==> src/rtl/stim_vote_scheduler.sv <==
// Epoch sequencer: collects line-length, power-spectrum and nonlinear-energy hits, 2-of-3 votes, debounces, drives stimulation.
// Latency: last feature strobe sampled at edge t -> vote_valid in cycle t+1; stimulation rises the cycle after the firing vote.
// No backpressure: strobes arriving while idle, stimulating or refractory are dropped; all outputs are registered.
module stim_vote_scheduler #(
    parameter int LL_WIDTH  = 25,
    parameter int MUL_WIDTH = 40,
    parameter int LL_TH     = 1000,
    parameter int PS_TH     = 1000,
    parameter int NE_TH     = 1000,
    parameter int CONSEC    = 2,
    parameter int TIMEOUT   = 4096,
    parameter int STIM_LEN  = 256,
    parameter int REFRACT   = 1024
) (
    input  logic                 clk,
    input  logic                 rst,
    input  logic                 enable,
    input  logic [LL_WIDTH-1:0]  din_ll,
    input  logic [MUL_WIDTH-1:0] din_ps,
    input  logic [MUL_WIDTH-1:0] din_ne,
    input  logic                 data_ready_ll,
    input  logic                 data_ready_ps,
    input  logic                 data_ready_ne,
    output logic                 vote_valid,
    output logic                 vote,
    output logic                 epoch_timeout,
    output logic                 stimulation,
    output logic                 busy
);

    // Counter widths; the consecutive counter must be able to hold CONSEC itself.
    localparam int TW = (TIMEOUT > 2) ? $clog2(TIMEOUT) : 1;
    localparam int CW = $clog2(CONSEC + 1);
    localparam int SW = (STIM_LEN > 1) ? $clog2(STIM_LEN) : 1;
    localparam int RW = (REFRACT > 1) ? $clog2(REFRACT) : 1;

    // The epoch ages one count per cycle after its first capture; when the
    // count is about to reach TIMEOUT-1 the epoch is abandoned.
    localparam logic [TW-1:0] TO_LAST    = TW'(TIMEOUT - 2);
    localparam logic [CW-1:0] CONSEC_C   = CW'(CONSEC);
    localparam logic [SW-1:0] STIM_LAST  = SW'(STIM_LEN - 1);
    localparam logic [RW-1:0] REFR_LAST  = RW'(REFRACT - 1);

    // Thresholds sign-extended to the feature width for signed compares.
    localparam logic signed [LL_WIDTH-1:0]  LL_TH_S = LL_WIDTH'(LL_TH);
    localparam logic signed [MUL_WIDTH-1:0] PS_TH_S = MUL_WIDTH'(PS_TH);
    localparam logic signed [MUL_WIDTH-1:0] NE_TH_S = MUL_WIDTH'(NE_TH);

    typedef enum logic [2:0] {
        S_IDLE,
        S_COLLECT,
        S_VOTE,
        S_STIM,
        S_REFRACT
    } state_t;

    state_t        state, state_n;
    logic [2:0]    got, got_n;      // bit 2 = ll, bit 1 = ps, bit 0 = ne
    logic [2:0]    hit, hit_n;
    logic [TW-1:0] tcnt, tcnt_n;
    logic [CW-1:0] consec, consec_n;
    logic [SW-1:0] scnt, scnt_n;
    logic [RW-1:0] rcnt, rcnt_n;
    logic          vote_valid_n, vote_n, timeout_n, stim_n, busy_n;

    logic [2:0]    strb;
    logic [2:0]    now_hit;
    logic [2:0]    cap_got;
    logic [2:0]    cap_hit;
    logic          majority;

    assign strb     = {data_ready_ll, data_ready_ps, data_ready_ne};
    assign now_hit  = {$signed(din_ll) >= LL_TH_S,
                       $signed(din_ps) >= PS_TH_S,
                       $signed(din_ne) >= NE_TH_S};
    // Flags as they would be after this cycle's captures; a repeated strobe overwrites its hit.
    assign cap_got  = got | strb;
    assign cap_hit  = (hit & ~strb) | (now_hit & strb);
    assign majority = (cap_hit[2] & cap_hit[1]) | (cap_hit[2] & cap_hit[0]) | (cap_hit[1] & cap_hit[0]);

    // Next-state, epoch flags, counters and next output values.
    always_comb begin
        state_n      = state;
        got_n        = got;
        hit_n        = hit;
        tcnt_n       = tcnt;
        consec_n     = consec;
        scnt_n       = '0;
        rcnt_n       = '0;
        vote_valid_n = 1'b0;
        vote_n       = 1'b0;
        timeout_n    = 1'b0;
        if (!enable) begin
            state_n  = S_IDLE;
            got_n    = '0;
            hit_n    = '0;
            tcnt_n   = '0;
            consec_n = '0;
        end else begin
            case (state)
                S_IDLE: begin
                    state_n = S_COLLECT;
                    got_n   = '0;
                    hit_n   = '0;
                    tcnt_n  = '0;
                end
                S_COLLECT: begin
                    if (&cap_got) begin
                        // Epoch complete, including captures made this very cycle.
                        state_n      = S_VOTE;
                        vote_valid_n = 1'b1;
                        vote_n       = majority;
                        if (!majority)
                            consec_n = '0;
                        else if (consec != CONSEC_C)
                            consec_n = consec + 1'b1;
                        got_n  = '0;
                        hit_n  = '0;
                        tcnt_n = '0;
                    end else if ((|got) && (tcnt == TO_LAST)) begin
                        // Stale epoch: discard it; any strobe this cycle opens a new one.
                        timeout_n = 1'b1;
                        consec_n  = '0;
                        got_n     = strb;
                        hit_n     = now_hit & strb;
                        tcnt_n    = (|strb) ? TW'(1) : '0;
                    end else begin
                        got_n  = cap_got;
                        hit_n  = cap_hit;
                        tcnt_n = (|cap_got) ? tcnt + 1'b1 : '0;
                    end
                end
                S_VOTE: begin
                    if (consec == CONSEC_C) begin
                        state_n  = S_STIM;
                        consec_n = '0;
                        got_n    = '0;
                        hit_n    = '0;
                        tcnt_n   = '0;
                    end else begin
                        // Flags were cleared on completion; strobes now belong to the next epoch.
                        state_n = S_COLLECT;
                        got_n   = strb;
                        hit_n   = now_hit & strb;
                        tcnt_n  = (|strb) ? TW'(1) : '0;
                    end
                end
                S_STIM: begin
                    got_n  = '0;
                    hit_n  = '0;
                    tcnt_n = '0;
                    if (scnt == STIM_LAST)
                        state_n = S_REFRACT;
                    else
                        scnt_n = scnt + 1'b1;
                end
                S_REFRACT: begin
                    got_n  = '0;
                    hit_n  = '0;
                    tcnt_n = '0;
                    if (rcnt == REFR_LAST)
                        state_n = S_COLLECT;
                    else
                        rcnt_n = rcnt + 1'b1;
                end
                default: state_n = S_IDLE;
            endcase
        end
        stim_n = (state_n == S_STIM);
        busy_n = (state_n == S_STIM) || (state_n == S_REFRACT);
    end

    // State register.
    always_ff @(posedge clk or posedge rst) begin
        if (rst)
            state <= S_IDLE;
        else
            state <= state_n;
    end

    // Epoch flags and counters.
    always_ff @(posedge clk or posedge rst) begin
        if (rst) begin
            got    <= '0;
            hit    <= '0;
            tcnt   <= '0;
            consec <= '0;
            scnt   <= '0;
            rcnt   <= '0;
        end else begin
            got    <= got_n;
            hit    <= hit_n;
            tcnt   <= tcnt_n;
            consec <= consec_n;
            scnt   <= scnt_n;
            rcnt   <= rcnt_n;
        end
    end

    // Registered outputs, aligned with the state they describe.
    always_ff @(posedge clk or posedge rst) begin
        if (rst) begin
            vote_valid    <= 1'b0;
            vote          <= 1'b0;
            epoch_timeout <= 1'b0;
            stimulation   <= 1'b0;
            busy          <= 1'b0;
        end else begin
            vote_valid    <= vote_valid_n;
            vote          <= vote_n;
            epoch_timeout <= timeout_n;
            stimulation   <= stim_n;
            busy          <= busy_n;
        end
    end

endmodule

==> config.mk <==
export PLATFORM = sky130hd
export DESIGN_NAME = stim_vote_scheduler
export DESIGN_NICKNAME = d
export VERILOG_FILES = /design/src/rtl/stim_vote_scheduler.sv
export SDC_FILE = /design/constraint.sdc
export NUM_CORES = 1
export LEC_CHECK = 0
export ABC_CLOCK_PERIOD_IN_PS = 6090
export BUFFER_PORTS_ARGS = -buffer_cell sky130_fd_sc_hd__buf_4
export CAP_MARGIN = 20
export CORE_ASPECT_RATIO = 1.1
export CORE_MARGIN = 5
export CORE_UTILIZATION = 35
export CTS_CLUSTER_SIZE = 30
export DETAILED_ROUTE_END_ITERATION = 12
export SLEW_MARGIN = 20
export SYNTH_ARGS = -nofsm -noshare
export SYNTH_HDL_FRONTEND = slang
export SYNTH_SLANG_ARGS = --single-unit
export TNS_END_PERCENT = 50
==> constraint.sdc <==
create_clock -name clk -period 6.09 [get_ports clk]
set_clock_uncertainty 0.05 [all_clocks]
set_input_delay 1.218 -clock clk [delete_from_list [all_inputs] [get_ports clk]]
set_output_delay 1.218 -clock clk [all_outputs]
set_load 0.05 [all_outputs]
==> results of run 1 <==
[cell usage after synthesis (2+ instances only)]
cell       instances  area (sq um)
nor3_1            15          75.1
o2111ai_1          2          17.5
o22ai_1            4          25.0
and3_1             4          25.0
dfrtp_1           46          1150
mux2_1             2          22.5
nand4_1            7          43.8
nor2_1            47           176
o31ai_1            4          30.0
mux2i_1            2          20.0
or2_2              4          25.0
ha_1               5          62.6
clkbuf_1           9          33.8
a21oi_1           18          90.1
nor4_1            20           125
nand2b_1           2          12.5
o21ai_0           15          75.1
xor2_1            12           105
xnor2_1            7          61.3
nor2b_1            4          25.0
nand2_1           29           109
nand3_1           15          75.1
inv_1             10          37.5
or3_1              6          37.5
[flip-flops by register name (all words and copies together) (netlist names)]
name,count
state,3
hit,3
consec,2
tcnt,12
rcnt,10
vote,1
got,3
epoch_timeout,1
busy,1
scnt,8
stimulation,1
vote_valid,1
[logic make-up (layout without fill, tap and decap cells)]
logic type               count (synthesis)  in the layout
AO/OA/AOI/OAI                           52             52
XOR/XNOR                                19             19
adder cells (fa/ha/maj)                  6              6
buffers and inverters                   20            124
flip-flops                              46             46
multiplexers                             5              5
AND/OR/NAND/NOR                        157            157
[metal layers]
metal	global-route usage	vias to the layer above	part of all wire
li1	-	1290	-
met1	0.181	1151	0.42
met2	0.268	81	0.51
met3	0.0456	6	0.061
met4	0.0480	0	0.011
met5	0	-	0
[power by group]
group	total, mW	internal (mW)	switching [mW]
registers	0.316	0.310	0.00591
clock network	0.194	0.0822	0.112
logic	0.104	0.0576	0.0460
[layout make-up]
type	instances	area share
Clock buffer	5	0.0193
Clock inverter	3	0.00667
Inverter	10	0.0109
Multi-Input combinational cell	239	0.387
Sequential cell	46	0.323
Tap cell	87	0.0305
Timing Repair Buffer	106	0.223
[worst paths after layout]
kind / cells past startpoint / end / slack (ns)
hold / removal: 1 / scnt[0] / 0.43
min in group asynchronous: 2 / scnt[4] / 0.98
hold reg to reg: 1 / scnt[0] / 0.43
setup reg to reg: 6 / tcnt[11] / 3.68
max in group asynchronous: 2 / hit[1] / 4.52
setup / recovery: 8 / consec[1] / 3.21
[stage by stage]
| stage | std cells | worst slack, ns |
|---|---|---|
| floorplan | 305 | 3.13 |
| global placement | 488 | 2.86 |
| detailed placement | 488 | 2.85 |
| CTS | 496 | 3.18 |
| global route | 496 | 3.05 |
| finish | 496 | 3.21 |
==> impl_metrics.ini, run 1 <==
[yosys]
post_synth_inst_count = 305
yosys.cell_types.count = 40
synth.yosys.seq_area_share = 0.442
synth_adder_area_share = 0.0278
synth-async-reset-ratio = 1.00
synthesized_netlist_net_count = 421
syn_avg_cell_area_sq_um = 8.55
syn-cell-area_sq_mm = 0.00261
postSynthRegisterBits = 46
yosys_most_used_dff = dfrtp_1
synth.yosys.warnings = 0
synth-simple-area-share = 0.298
synth-compound-area-share = 0.119
synth_edf_count = 0
synth-xor-area-share = 0.0639
yosys-mux-area-fraction = 0.0206
largest_family_of_logic_cells_by_synthesized_area = simple AND/OR/NAND/NOR gates

[timing]
final.hold.worst_slack_ns = 0.432
timing.final.crit_share = 0.473
timing_worst_slew_pin_value_ns = 0.946
timing.fmax_mhz = 347
maxSlewViolCount = 0
report.final.setup_viol = 0
max-slew-margin-rel = 0.367
rsz0062_at_grt = false
final_period_minus_worst_setup_slack_ns = 2.88
fin_tns_setup_ns = 0
timing_hold_violations_final = 0

[clocking]
postCtsSetupBuffers = 0
num_clock_sinks = 46
tritoncts_clock_tree = built
clock_tree.buffer_depth = 2
cts-htree-levels = 2
cts_repair_resize_count = 0
path_clk_slew_ns = 0.09
clock_tree.root_cell = clkbuf_8
tritoncts.num_buffers = 5
clkLatencyLatePin_ns = 0.30
ctsHoldBuffers = 0

[floorplanning]
dieArea_sq_mm = 0.00927
floorplan.io_pins = 116
placementRows = 33
start_util = 0.355
die_height_um = 101
fp.dieW_um = 92.3
coreArea_sq_mm = 0.00735

[global_route]
global_route_wire_length_before_repair_um = 11500
grt_overflow_total = 0
antenna_violations_before_repair = 0
first_global_vias = 2617
grt_max_degree = 47
grt_use_total = 0.153

[drt]
routed_via_density = 5.10
average_wire_per_cell_in_the_routed_design_um = 13.7
vias = 2528
dr.first_iter.drc_count = 92
postRouteAntennaNets = 0
drcViolationCount = 0
firstDrtPassIters = 4
drt_wl_total_um = 6800

[finish]
final.fill_count = 711
layout_commonest_cell = buf_4
drive_above_1_share = 0.303
multi_input_area_sq_mm = 0.00138
total_number_of_nets_in_the_final_design = 524
utilization = 0.485
insertedDiodeCount = 0
layout-area-overhead-vs-synth_pct = 36.8
fin_area_sq_mm = 0.00357
seqCellArea_sq_mm = 0.00115
layout_common_cells = buf_4, nor2_1, dfrtp_1

[power_and_ir_drop]
total_leakage_power_nw = 1.62
p_per_area_mw_per_mm2 = 172
vdd_drop_max_uv = 98.5
sum_of_internal_switching_and_leakage_power_uw = 613

[critical_path]
endpoint_kind = register
cp_slowest_stage_delay_ns = 0.40
timing.critical_path.fanout_max = 4
crit_buf_inv = 1
startpoint_type = primary input
critical_path_class = primary input to register
rr_startpoint = tcnt[5]
critical-path-slowest-cell = or3_1
worst_ep_arrival_time_ns = 3.02
timing.critical_path.from = din_ps[27]
path_delay_family = simple AND/OR/NAND/NOR gates
cell_by_cell_trace_of_the_critical_path = buf_4, nor4_1, nand4_1, or3_1, a31oi_1, maj3_1, o22ai_1, mux2_1
cp.required_ns = 6.24

[placement]
port_buffers = 106
post-dp-hpwl_um = 5430
postPlaceCellArea_sq_mm = 0.00347
globalplace.congestion = 0.825

[worst_hold_path]
hold_path_class = register to register
worstHoldStart = scnt[0]

[flow_run]
timing.max_cap.violations = 0

[run_status]
run_status = complete, no violations
(Power assumes the default switching activity.)
==> run 2: changes to the inputs <==
--- a/config.mk
+++ b/config.mk
@@ -5,7 +5,7 @@
 export SDC_FILE = /design/constraint.sdc
 export NUM_CORES = 1
 export LEC_CHECK = 0
-export ABC_CLOCK_PERIOD_IN_PS = 6090
+export ABC_CLOCK_PERIOD_IN_PS = 2500
 export BUFFER_PORTS_ARGS = -buffer_cell sky130_fd_sc_hd__buf_4
 export CAP_MARGIN = 20
 export CORE_ASPECT_RATIO = 1.1
==> constraint.sdc (replaced) <==
create_clock -name clk -period 2.5 [get_ports clk]
set_clock_uncertainty 0.05 [all_clocks]
set_input_delay 0.5 -clock clk [delete_from_list [all_inputs] [get_ports clk]]
set_output_delay 0.5 -clock clk [all_outputs]
set_load 0.05 [all_outputs]
==> impl_metrics.ini, run 2 (synthesis results as in run 1) <==
[power_and_ir_drop]
switching_share = 0.243
share_comb_of_total_power = 0.168
vdd_drop_max_uv = 251
power_frac_clock = 0.351
cell_internal_pwr_mw = 1.21
p_sw_uw = 387
p_per_area_mw_per_mm2 = 436
total_leakage_power_nw = 1.68
seq_power_share = 0.482

[clocking]
tritoncts.num_buffers = 5
tritoncts_clock_tree = built
cts_repair_resize_count = 0
clock_tree.buffer_depth = 2
path_clk_slew_ns = 0.10
ctsHoldBuffers = 0
cts-htree-levels = 2
clock_tree.root_cell = clkbuf_8
num_clock_sinks = 46
postCtsSetupBuffers = 0
clkLatencyLatePin_ns = 0.30

[finish]
max_flop_register = tcnt
layout_common_cells = buf_4, nor2_1, dfrtp_1
insertedDiodeCount = 0
layout-area-overhead-vs-synth_pct = 40.3
largest_register_ffs = 12
fin_area_sq_mm = 0.00366
total_number_of_nets_in_the_final_design = 532
final-instance-count-excl-fill = 504
top_regs = tcnt: 12 flops, rcnt: 10 flops, scnt: 8 flops
layout_commonest_cell = buf_4
drive_above_1_share = 0.317

[critical_path]
cp.required_ns = 2.63
cell_by_cell_trace_of_the_critical_path = nand4_2, or4_4, nand2b_4, a21o_1, a21oi_2, o22ai_1, mux2_1
critical_path_class = register to register
critical-path-slowest-cell = or4_4
path_delay_family = simple AND/OR/NAND/NOR gates
worst_ep_arrival_time_ns = 2.45
timing.critical_path.from = tcnt[5]
endpoint_kind = register
cp_slowest_stage_delay_ns = 0.61
rr_startpoint = tcnt[5]
startpoint_type = register
worst_r2r_path_depth = 7
crit_buf_inv = 0
timing.critical_path.fanout_max = 5
timing.critical_path.depth = 7

[global_route]
antenna_violations_before_repair = 0
global_route_wire_length_before_repair_um = 11600
grt_overflow_total = 0
first_global_vias = 2663
grt_use_total = 0.154
grt_max_degree = 26

[timing]
rsz0062_at_grt = false
report.final.setup_viol = 0
max-slew-margin-rel = 0.674
maxSlewViolCount = 0
final_period_minus_worst_setup_slack_ns = 2.32
timing_hold_violations_final = 0
timing.fmax_mhz = 431
timing_worst_slew_pin_value_ns = 0.489
timing.final.crit_share = 0.928

[run_status]
run_status = complete, no violations

[placement]
placed_cells_incl_taps = 496
postPlaceCellArea_sq_mm = 0.00354
globalplace.congestion = 0.808
post-dp-hpwl_um = 5610
port_buffers = 106

[drt]
vias = 2589
dr.first_iter.drc_count = 66
routed_via_density = 5.14
average_wire_per_cell_in_the_routed_design_um = 13.6
drt_wl_total_um = 6870
firstDrtPassIters = 4
postRouteAntennaNets = 0
drcViolationCount = 0

[floorplanning]
fp.dieW_um = 92.3
placementRows = 33
start_util = 0.355
coreArea_sq_mm = 0.00735
dieArea_sq_mm = 0.00927
floorplan.io_pins = 116
die_height_um = 101

[worst_hold_path]
hold_path_class = primary input to asynchronous set/reset pin

[flow_run]
timing.max_cap.violations = 0
==> run 2: cell types whose count changed in the layout (fill, tap and decap cells not counted), sizes merged <==
cell	delta
inv	+1
buf	+8
clkinvlp	-2
bufinv	+1
==> run 2: area by class of cell <==
cell class	instances	area, sq um
Fill cell	729	3690
Clock buffer	5	68.8
Tap cell	87	109
Clock inverter	3	43.8
Sequential cell	46	1150
Inverter	10	37.5
Multi-Input combinational cell	239	1380
Timing Repair Buffer	114	868
==> run 2: power by group through the flow <==
stage	Clock, mW	Sequential [mW]	Combinational (mW)
after floorplan	0	0.785	0.101
after global placement	0	0.783	0.268
after detailed placement	0	0.783	0.271
after CTS	0.591	0.768	0.272
after global routing	0.620	0.770	0.297
final	0.559	0.768	0.267
==> run 2: metal layers <==
metal | global-route usage | part of all wire | vias to the layer above
li1 | - | - | 1314
met1 | 0.183 | 0.42 | 1185
met5 | 0 | 0 | -
met2 | 0.271 | 0.50 | 83
met3 | 0.0396 | 0.058 | 7
met4 | 0.0526 | 0.014 | 0
==> run 2: path summary, 6_finish.rpt <==
kind,to,slack [ns]
worst max-delay path,consec[1],0.18
worst min-delay path,scnt[4],0.16
worst max register to register,consec[1],0.18
worst min register to register,scnt[0],0.43
max in group asynchronous,hit[0],1.72
min in group clk,hit[1],0.35
==> run 2: worst reg2reg max path: stages (launching register included) <==
cell	delay (ns)
dfrtp_1	0.44
nand4_2	0.16
or4_4	0.61
nand2b_4	0.19
a21o_1	0.19
a21oi_2	0.12
o22ai_1	0.11
mux2_1	0.33
==> run 2: stage by stage <==
step           hold slack (ns)  setup WS, ns   TNS (ns)  power [mW]   util
2_1_floorplan            0.398         0.262          0       0.886      -
3_3_place_gp             0.418     -0.000390  -0.000390        1.05  0.482
3_5_place_dp             0.422       -0.0208    -0.0414        1.05  0.482
4_1_cts                  0.171         0.150          0        1.63  0.498
5_1_grt                  0.196        0.0625          0        1.69  0.498
6_report                 0.161         0.179          0        1.59  0.498
==> run 3: changes to the inputs <==
--- a/config.mk
+++ b/config.mk
@@ -13,6 +13,7 @@
 export CORE_UTILIZATION = 35
 export CTS_CLUSTER_SIZE = 30
 export DETAILED_ROUTE_END_ITERATION = 12
+export RECOVER_POWER = 100
 export SLEW_MARGIN = 20
 export SYNTH_ARGS = -nofsm -noshare
 export SYNTH_HDL_FRONTEND = slang
==> impl_metrics.ini, run 3 (synthesis results as in run 1) <==
[floorplanning]
die_height_um = 101
fp.dieW_um = 92.3
coreArea_sq_mm = 0.00735
placementRows = 33
floorplan.io_pins = 116
start_util = 0.355
dieArea_sq_mm = 0.00927

[placement]
port_buffers = 106
placed_cells_incl_taps = 496
pre_cts_ws_ns = -0.0208
postPlaceCellArea_sq_mm = 0.00354
globalplace.congestion = 0.808
post-dp-hpwl_um = 5610

[drt]
drt_wl_total_um = 6900
firstDrtPassIters = 4
postRouteAntennaNets = 0
vias = 2601
dr.first_iter.drc_count = 71
routed_via_density = 5.16
drcViolationCount = 0
average_wire_per_cell_in_the_routed_design_um = 13.7

[clocking]
postCtsSetupBuffers = 0
ctsHoldBuffers = 0
clkLatencyLatePin_ns = 0.30
clock_tree.root_cell = clkbuf_8
tritoncts.num_buffers = 5
cts_repair_resize_count = 0
num_clock_sinks = 46
tritoncts_clock_tree = built
path_clk_slew_ns = 0.10
clock_tree.buffer_depth = 2
cts-htree-levels = 2

[finish]
insertedDiodeCount = 0
max_flop_register = tcnt
layout_common_cells = buf_4, nor2_1, dfrtp_1
largest_register_ffs = 12
drive_above_1_share = 0.295
layout_commonest_cell = buf_4
total_number_of_nets_in_the_final_design = 532
fin_area_sq_mm = 0.00361
utilization = 0.491
top_regs = tcnt: 12 flops, rcnt: 10 flops, scnt: 8 flops
final-instance-count-excl-fill = 504
layout-area-overhead-vs-synth_pct = 38.6

[global_route]
global_route_wire_length_before_repair_um = 11600
grt_use_total = 0.154
grt_overflow_total = 0
antenna_violations_before_repair = 0
grt_max_degree = 26
first_global_vias = 2663

[critical_path]
path_delay_family = simple AND/OR/NAND/NOR gates
timing.critical_path.fanout_max = 5
startpoint_type = register
critical_path_class = register to register
worst_ep_arrival_time_ns = 2.47
cp_slowest_stage_delay_ns = 0.61
endpoint_kind = register
crit_buf_inv = 0
cp.required_ns = 2.63
critical-path-slowest-cell = or4_4
cell_by_cell_trace_of_the_critical_path = nand4_2, or4_4, nand2b_4, a21o_1, a21oi_1, o22ai_1, mux2_1

[timing]
timing.final.crit_share = 0.934
fin_tns_setup_ns = 0
final_period_minus_worst_setup_slack_ns = 2.33
rsz0062_at_grt = false
maxSlewViolCount = 0
timing.fmax_mhz = 428
smallest_setup_slack_after_layout_ns = 0.166
final.hold.worst_slack_ns = 0.302
timing_worst_slew_pin_value_ns = 0.820
max-slew-margin-rel = 0.452
report.final.setup_viol = 0
timing_hold_violations_final = 0

[power_and_ir_drop]
vdd_drop_max_uv = 251
sum_of_internal_switching_and_leakage_power_mw = 1.59
p_per_area_mw_per_mm2 = 439
total_leakage_power_nw = 1.65

[run_status]
run_status = complete, no violations

[flow_run]
timing.max_cap.violations = 0

[worst_hold_path]
hold_path_class = primary input to asynchronous set/reset pin
run 3: cell count changes in the layout (fill, tap and decap cells not counted):
cell / change
a21oi_2: -1
clkbuf_2: +1
buf_4: -9
inv_2: -1
inv_1: +1
a21oi_1: +1
clkbuf_1: +7
clkbuf_4: +2
buf_12: -1
run 3: area by class of cell:
cell class	count	area [sq um]
Fill cell	731	3740
Multi-Input combinational cell	239	1380
Sequential cell	46	1150
Timing Repair Buffer	114	827
Tap cell	87	109
Clock buffer	5	68.8
Clock inverter	3	43.8
Inverter	10	37.5
run 3: power breakdown:
part           switching [mW]  total [mW]  internal, mW
combinational           0.115       0.260         0.145
sequential             0.0121       0.768         0.756
clock                   0.259       0.559         0.300
run 3: per-layer routing:
metal / wire length [um] / up-vias / GRT usage
met4: 99 / 0 / 0.0526
met5: 0 / - / 0
met2: 3500 / 79 / 0.271
li1: - / 1315 / -
met3: 387 / 7 / 0.0396
met1: 2910 / 1200 / 0.183
run 3: path summary, 6_finish.rpt:
path                             from   endpoint  slack, ns  cells after the start
setup / recovery              tcnt[5]  consec[1]       0.17                      7
hold / removal                    rst    scnt[4]       0.30                      2
setup reg to reg              tcnt[5]  consec[1]       0.17                      7
hold reg to reg               scnt[0]    scnt[0]       0.43                      1
max in group asynchronous         rst     hit[0]       0.95                      3
min in group clk           din_ps[39]     hit[1]       0.35                      2
